`config.mk`:
```
export PLATFORM = sky130hd
export DESIGN_NAME = bp_stall_profiler_counters
export DESIGN_NICKNAME = d
export VERILOG_FILES = /design/src/rtl/bp_stall_profiler_counters.sv
export SDC_FILE = /design/constraint.sdc
export NUM_CORES = 2
export LEC_CHECK = 0
export ABC_AREA = 1
export CORE_ASPECT_RATIO = 1.5
export CORE_UTILIZATION = 25
export CTS_BUF_LIST = sky130_fd_sc_hd__clkbuf_8
export DETAILED_ROUTE_END_ITERATION = 10
export GPL_TIMING_DRIVEN = 1
export HOLD_SLACK_MARGIN = 0.03
export PLACE_DENSITY = 0.43
export SYNTH_ARGS = -nofsm -noshare
export SYNTH_HDL_FRONTEND = slang
export SYNTH_SLANG_ARGS = --single-unit
```
`constraint.sdc`:
```
create_clock -name aclk -period 5.9 [get_ports aclk]
set_clock_uncertainty 0.15 [all_clocks]
set_input_delay 1.475 -clock aclk [delete_from_list [all_inputs] [get_ports aclk]]
set_output_delay 1.475 -clock aclk [all_outputs]
set_load 0.02 [all_outputs]
```
`src/rtl/bp_stall_profiler_counters.sv`:
```
// Stall-reason profiler: samples the per-cycle stall vector and retire strobe,
// priority-encodes each non-retiring cycle and keeps saturating per-reason counts.
module bp_stall_profiler_counters #(
  parameter int ctr_width_p   = 32,
  parameter int num_reasons_p = 33
) (
  input  logic                     aclk,
  input  logic                     aresetn,
  input  logic                     en_i,
  input  logic                     clear_i,
  input  logic                     commit_v_i,
  input  logic [num_reasons_p-1:0] stall_reason_i,
  input  logic                     rd_v_i,
  input  logic [5:0]               rd_addr_i,
  output logic                     rd_v_o,
  output logic [ctr_width_p-1:0]   rd_data_o,
  output logic [5:0]               last_reason_o
);

  localparam logic [5:0] CommitAddr = 6'(num_reasons_p);
  localparam logic [5:0] CycleAddr  = 6'(num_reasons_p + 1);

  // Stage-1 sample registers; deliberately untouched by clear_i.
  logic                     s1_en_q;
  logic                     s1_commit_q;
  logic [num_reasons_p-1:0] s1_reason_q;

  logic [ctr_width_p-1:0] ctr_q [num_reasons_p];
  logic [ctr_width_p-1:0] ctr_d [num_reasons_p];
  logic [ctr_width_p-1:0] commit_ctr_q, commit_ctr_d;
  logic [ctr_width_p-1:0] cycle_ctr_q, cycle_ctr_d;
  logic [5:0]             last_reason_q, last_reason_d;
  logic [5:0]             enc_code;
  logic                   rd_v_q;
  logic [ctr_width_p-1:0] rd_data_q, rd_data_d;

  function automatic logic [ctr_width_p-1:0] sat_inc(input logic [ctr_width_p-1:0] v);
    return (&v) ? v : v + 1'b1;
  endfunction

  // Highest set bit wins; an empty vector encodes as unknown (0).
  always_comb begin
    enc_code = '0;
    for (int k = 0; k < num_reasons_p; k++) begin
      if (s1_reason_q[k]) enc_code = 6'(k);
    end
  end

  always_comb begin
    ctr_d         = ctr_q;
    commit_ctr_d  = commit_ctr_q;
    cycle_ctr_d   = cycle_ctr_q;
    last_reason_d = last_reason_q;
    if (clear_i) begin
      for (int k = 0; k < num_reasons_p; k++) ctr_d[k] = '0;
      commit_ctr_d = '0;
      cycle_ctr_d  = '0;
    end else if (s1_en_q) begin
      cycle_ctr_d = sat_inc(cycle_ctr_q);
      if (s1_commit_q) begin
        commit_ctr_d = sat_inc(commit_ctr_q);
      end else begin
        ctr_d[enc_code] = sat_inc(ctr_q[enc_code]);
        last_reason_d   = enc_code;
      end
    end
  end

  // Reads see the counter values from before the sampling edge.
  always_comb begin
    rd_data_d = rd_data_q;
    if (rd_v_i) begin
      if (rd_addr_i < CommitAddr) begin
        rd_data_d = ctr_q[rd_addr_i];
      end else if (rd_addr_i == CommitAddr) begin
        rd_data_d = commit_ctr_q;
      end else if (rd_addr_i == CycleAddr) begin
        rd_data_d = cycle_ctr_q;
      end else begin
        rd_data_d = '0;
      end
    end
  end

  always_ff @(posedge aclk or negedge aresetn) begin
    if (!aresetn) begin
      s1_en_q       <= 1'b0;
      s1_commit_q   <= 1'b0;
      s1_reason_q   <= '0;
      for (int k = 0; k < num_reasons_p; k++) ctr_q[k] <= '0;
      commit_ctr_q  <= '0;
      cycle_ctr_q   <= '0;
      last_reason_q <= '0;
      rd_v_q        <= 1'b0;
      rd_data_q     <= '0;
    end else begin
      s1_en_q       <= en_i;
      s1_commit_q   <= commit_v_i;
      s1_reason_q   <= stall_reason_i;
      for (int k = 0; k < num_reasons_p; k++) ctr_q[k] <= ctr_d[k];
      commit_ctr_q  <= commit_ctr_d;
      cycle_ctr_q   <= cycle_ctr_d;
      last_reason_q <= last_reason_d;
      rd_v_q        <= rd_v_i;
      rd_data_q     <= rd_data_d;
    end
  end

  assign rd_v_o        = rd_v_q;
  assign rd_data_o     = rd_data_q;
  assign last_reason_o = last_reason_q;

endmodule

```
**Word level (Yosys, flattened, before mapping)**

Cells that the tools add are included.

- Register bits: 1194
- Latch bits: 0
- Bits in writable memories: 0
- Bits in read-only memories: 0
- Bits of input ports: 45
- Output and inout bits: 39
- Word-level logic and storage cells: 122
- Memories kept: 0

- Add/subtract/negate cells: 3
- Multiply operators: 0
- Div/mod/pow operators: 0
- Magnitude comparators: 4
- Equal/unequal tests: 5
- Shift operators: 0
- Mux-type cells: 55
- Bitwise logic cells: 4
- Reductions and logical operators: 10

Operators by type and width:

| cell | number |
|---|---|
| $mux W1056 | 3 |
| $bwmux W1056 | 1 |
| $mux W32 | 16 |
| $bmux W32 S6 | 2 |
| $demux W32 S6 | 1 |
| $mux W6 | 30 |
| $add A32 B1 Y32 const B | 3 |
| $reduce_and A32 Y1 | 3 |
| $ge A7 B7 Y1 const B | 2 |
| $not A6 Y7 | 2 |
| $eq A6 B6 Y1 const B | 2 |
| $lt A7 B1 Y1 const B | 1 |
| $lt A6 B6 Y1 const B | 1 |
| $ne A2 B2 Y1 const B | 3 |
| $reduce_and A3 Y1 | 2 |
| $reduce_and A2 Y1 | 2 |
| $reduce_bool A2 Y1 | 2 |
| $mux W2 | 1 |
| $not A1 Y1 | 2 |
| $logic_and A1 B1 Y1 | 1 |
| $mux W1 | 1 |

**Longest topological paths before layout**

- Depth in word-level cells: 42
- Depth in mapped cells: 54

**Worst setup path after synthesis**

No wires, ideal clock.

- Path kind: flip-flop to flip-flop
- From: register s1_reason_q[3]
- To: register ctr_q[971] (netlist name)
- Library setup time: 0.066 ns
- Arrival: 4.308 ns
- Required time: 5.684 ns
- Path slack: 1.376 ns
- Cell stages (with the launch flop): 54
- Cell sequence: dfrtp_1 -> inv_1 -> nand2_1 -> nand2_1 -> nand2_1 -> nand2_1 -> nand2_1 -> nand2_1 -> nand2_1 -> nand2_1 -> nand2_1 -> nand2_1 -> nand2_1 -> nand2_1 -> nand2_1 -> nand2_1 -> nand2_1 -> nand2_1 -> [18 not listed] -> nand2_1 -> nor2_1 -> nand2_1 -> a21oi_1 -> nand3_1 -> nand2_1 -> ha_1 -> inv_1 -> nor2_4 -> nand2_1 -> nor2_4 -> nand2_2 -> buf_6 -> buf_12 -> nand2_4 -> buf_4 -> nand2_1 -> nand2_1

- Cells in the longest elaborated chain, start to end: 40
- Elaborated cells between the ends (all ways): 46
- Classes of those cells: add/sub (1); order compare (2); mux (40); bitwise (1); reduce/logical (2)

RTL lines:

| element | RTL line | text |
|---|---|---|
| start: declaration | 26 | `logic [num_reasons_p-1:0] s1_reason_q;` |
| start signal: assignment | 99 | `s1_reason_q <= stall_reason_i;` |
| $mux W6 (*) (30 in series) | 45 | `if (s1_reason_q[k]) enc_code = 6'(k);` |
| $not A6 Y7 (not written as such) (*) | 63 | `ctr_d[enc_code] = sat_inc(ctr_q[enc_code]);` |
| $bmux W32 S6 | 63 |  |
| $mux W32 (not written as such) (2 in series) | 63 |  |
| $add A32 B1 Y32 or $reduce_and A32 Y1 (tied branches) | 38 | `return (&v) ? v : v + 1'b1;` |
| $mux W32 | 38 |  |
| $bwmux W1056 (*) | 63 |  |
| $mux W1056 (*) | 60 | `if (s1_commit_q) begin` |
| $mux W1056 (*) | 58 | `end else if (s1_en_q) begin` |
| $mux W1056 (*) | 54 | `if (clear_i) begin` |
| end: declaration | 28 | `logic [ctr_width_p-1:0] ctr_q [num_reasons_p];` |

Mark *: on every way between the ends. The rest lies on a longest branch, timed or not. The select of a mux whose other input is x is not followed.
A chain may end at the register's enable or synchronous reset.

**Worst setup path after layout**

- From: register s1_reason_q[2]
- To: register ctr_q[1013] (netlist name)

- Cells in the longest elaborated chain, start to end: 41
- Elaborated cells between the ends (all ways): 47
- Classes of those cells: add/sub (1); order compare (2); mux (41); bitwise (1); reduce/logical (2)

RTL lines:

| element | RTL line |
|---|---|
| $mux W2 (*) | 45 |
| $mux W6 (*) (30 in series) | 45 |
| $not A6 Y7 (not written as such) (*) | 63 |
| $bmux W32 S6 | 63 |
| $mux W32 (not written as such) (2 in series) | 63 |
| $add A32 B1 Y32 or $reduce_and A32 Y1 (tied branches) | 38 |
| $mux W32 | 38 |
| $bwmux W1056 (*) | 63 |
| $mux W1056 (*) | 60 |
| $mux W1056 (*) | 58 |
| $mux W1056 (*) | 54 |

Marked as above.

==> flow_metrics.py <==
metrics = {
    "outcome": {
        "status": "complete, no violations",
    },
    "route": {
        "ant_nets": 0,
        "routed_via_density": 5.31,
        "routedWlPerCell_um": 27.4,
        "firstDrtPassIters": 6,
        "vias": 72700,
        "routed_wl_um": 376000,
        "drc": 0,
        "drt_iter0_drc": 7952,
    },
    "clock_network": {
        "ctsHtreeMaxLevel": 4,
        "insertion_delay_ns": 1.02,
        "clock_sinks": 1193,
        "clkTransAtPathRegs_ns": 0.07,
        "clock-root-buffer": "clkbuf_8",
        "cts.path.max_buffers": 4,
        "cts_tree": "done",
        "cts_made_buffers": 206,
    },
    "sta": {
        "hold_violations": 0,
        "max_freq_mhz": 180,
        "final.period_utilization_pct": 94.1,
        "tns_ns": 0,
        "slew_headroom_pct": 29.7,
        "rsz0062_at_grt": "true",
        "slew_viol_final": 0,
        "worst_pin_slew_ns": 1.04,
        "hold_slack_ns": 0.269,
        "setup_violations": 0,
        "post-route-min-period_ns": 5.55,
    },
    "worst_setup_path": {
        "timing.rr.end": "ctr_q[1013]$_DFFE_PN0P_",
        "critical_path.top_delay_family": "simple AND/OR/NAND/NOR gates",
        "critPathMaxStageDelay_ns": 0.37,
        "path_common_cell": "nand2_1",
        "critPathCaptureType": "flop",
        "worstPathArrival_ns": 6.31,
        "required_ns": 6.65,
        "worstPathMaxFanout": 16,
        "startpoint_type": "flop",
        "path_buf_inv": 6,
        "worstReg2RegStart": "s1_reason_q[2]$_DFF_PN0_",
        "rr_worst_depth": 51,
        "path_class": "flop to flop",
        "cp_slowest_cell": "dfrtp_1",
        "ff2ff_setup_slack_ns": 0.35,
    },
    "logic_synthesis": {
        "netlist_top_cells_count": "nand2_1 (3490), dfrtp_1 (1193), inv_1 (973), nand3_1 (856), nor2_1 (629)",
        "synth_most_common_cell": "nand2_1",
        "ys.flop_type": "dfrtp_1",
        "seq_area_frac_synth_pct": 43.7,
        "synth_edf_count": 0,
        "syn_inst": 9791,
        "synth_top_area_cell": "dfrtp_1",
        "yosys.area_share.simple_pct": 32.1,
        "yosys_warnings": 0,
        "ys_types": 54,
        "synth-async-reset-ratio_pct": 100,
        "ys_seq_elements": 1193,
        "synth_top_area_share_pct": 43.7,
        "syn_area_per_cell_um2": 6.97,
        "synth_area_leaders": "dfrtp_1 (44%), nand2_1 (19%), nand3_1 (6.3%), inv_1 (5.4%), o21ai_0 (3.9%)",
        "synthMuxAreaShare_pct": 0,
        "synth_adder_area_share_pct": 0.0550,
        "synth_compound_area_share_pct": 13.6,
        "synth_nets": 9839,
        "syn_area_mm2": 0.0682,
        "synth_top_family_by_area": "simple AND/OR/NAND/NOR gates",
        "synth_xor_area_share_pct": 0.218,
    },
    "pwr": {
        "p_leak_nw": 38.7,
        "switchingPower_mw": 6.60,
        "pwr-share-seq_pct": 41.8,
        "powerDensity_mw_per_mm2": 241,
        "swShare_pct": 33.3,
        "power.internal_mw": 13.2,
        "comb_power_share_pct": 18.5,
        "power_frac_clock_pct": 39.7,
        "vdd_drop_max_uv": 163,
    },
    "placement": {
        "placed_cell_area_mm2": 0.0764,
        "post-dp-hpwl_um": 243000,
        "dp.cells": 13200,
        "numPortBuffers": 82,
        "gp_congestion": 0.939,
    },
    "hold_path": {
        "hold_class": "input port to async pin",
    },
    "finish": {
        "fin_area_mm2": 0.0824,
        "drive_gt1_share_pct": 11.4,
        "nNetsFinal": 10000,
        "area_growth_pct": 20.8,
        "final_util_pct": 30.4,
        "fin_cells": 13700,
    },
    "global_route": {
        "grt-ovfl-total": 0,
        "grt_pass1_vias": 70300,
        "antenna_found_initial": 8,
        "grt_pass1_wl_um": 518000,
        "grt_max_degree": 149,
        "grt_usage_pct": 25.7,
    },
    "floorplan": {
        "chipWidth_um": 429,
        "die_y_um": 642,
        "coreArea_mm2": 0.271,
        "initial_core_util_pct": 25.2,
        "die_area_mm2": 0.275,
        "rows": 234,
        "io_pins": 84,
    },
    "flow_run": {
        "drv_cap": 0,
    },
}
-- cells in the final DEF (no fill, tap or decap), types with 142 or more instances in the layout --
cell      count
nand2_1    3423
dfrtp_1    1192
inv_1      1047
nand3_1     825
nor2_1      565
o21ai_0     524
buf_4       441
a21oi_1     381
clkbuf_8    259
nand4_1     192
o211ai_1    158
buf_12      142
-- how the worst max path moves through the flow --
stage,end,from,cells after the start
floorplan,ctr_q[971]$_DFFE_PN0P_,s1_reason_q[3]$_DFF_PN0_,53
global placement,ctr_q[336]$_DFFE_PN0P_,s1_reason_q[2]$_DFF_PN0_,53
detailed placement,ctr_q[946]$_DFFE_PN0P_,s1_reason_q[2]$_DFF_PN0_,51
CTS,ctr_q[854]$_DFFE_PN0P_,s1_reason_q[2]$_DFF_PN0_,53
global route,ctr_q[1019]$_DFFE_PN0P_,s1_reason_q[2]$_DFF_PN0_,54
finish,ctr_q[1013]$_DFFE_PN0P_,s1_reason_q[2]$_DFF_PN0_,51
-- routing by layer --
| metal | global-route usage [%] | vias up | share of wire (%) |
|---|---|---|---|
| met5 | 0 | - | 0.0072 |
| met3 | 4.25 | 1193 | 8.5 |
| met4 | 15.4 | 4 | 7.2 |
| li1 | - | 32100 | - |
| met1 | 30.5 | 35400 | 38 |
| met2 | 43.5 | 3986 | 47 |
-- metrics by stage --
stage	setup WS [ns]	power, mW
2_1_floorplan	1.38	9.88
3_3_place_gp	-0.149	11.8
3_5_place_dp	0.000103	11.8
4_1_cts	0.0188	19.7
5_1_grt	-0.0528	20.4
6_report	0.346	19.8
-- power by group through the flow --
stage	registers [mW]	logic (mW)	clock network (mW)
2_1_floorplan	8.46	1.42	0
3_3_place_gp	8.44	3.32	0
3_5_place_dp	8.44	3.31	0
6_report	8.29	3.67	7.86
5_1_grt	8.29	3.79	8.32
4_1_cts	8.29	3.32	8.04
-- layout make-up --
cell class	count	area, um^2
multi-input cells	6881	32300
flip-flops and latches	1193	29900
clock buffers	259	3560
clock inverters	101	442
inverters	989	3760
well taps	3540	4430
repair buffers	717	8010
fillers	29200	189000
diodes	6	15.0
-- flip-flops by register name, summed over array words and instances (netlist names) --
| signal | cells |
|---|---|
| cycle_ctr_q | 32 |
| ctr_q | 1056 |
| last_reason_o | 6 |
| s1_commit_q | 1 |
| commit_ctr_q | 32 |
| s1_en_q | 1 |
| rd_data_o | 32 |
| s1_reason_q | 32 |
| rd_v_o | 1 |
-- worst register-to-register path: cells and delay by family (launching register included) --
family | cells | cell delay, ns
buffers and inverters | 6 | 0.92
DFF | 1 | 0.37
and+or+nand+nor | 45 | 4.06
-- timing repair --
action | 4_1_cts | 5_1_grt
setup endpoints to repair | 16 | 1056
hold endpoints to repair | 0 | 0
hold buffers | 0 | 0
pin swaps | 0 | 35
cloned | 0 | 36
setup buffers | 0 | 41
resized for setup | 3 | 215
-- cell families (layout without fill, tap and decap cells) --
logic type | after synthesis | after routing
buffers and inverters | 1719 | 2066
adders and majority gates | 3 | 3
AOI/OAI and AO/OA | 1558 | 1558
xor gates and xnor gates | 17 | 17
other | 0 | 6
DFF | 1193 | 1193
and+or+nand+nor | 5301 | 5303
Note: power is estimated with default switching activity, not from simulation.
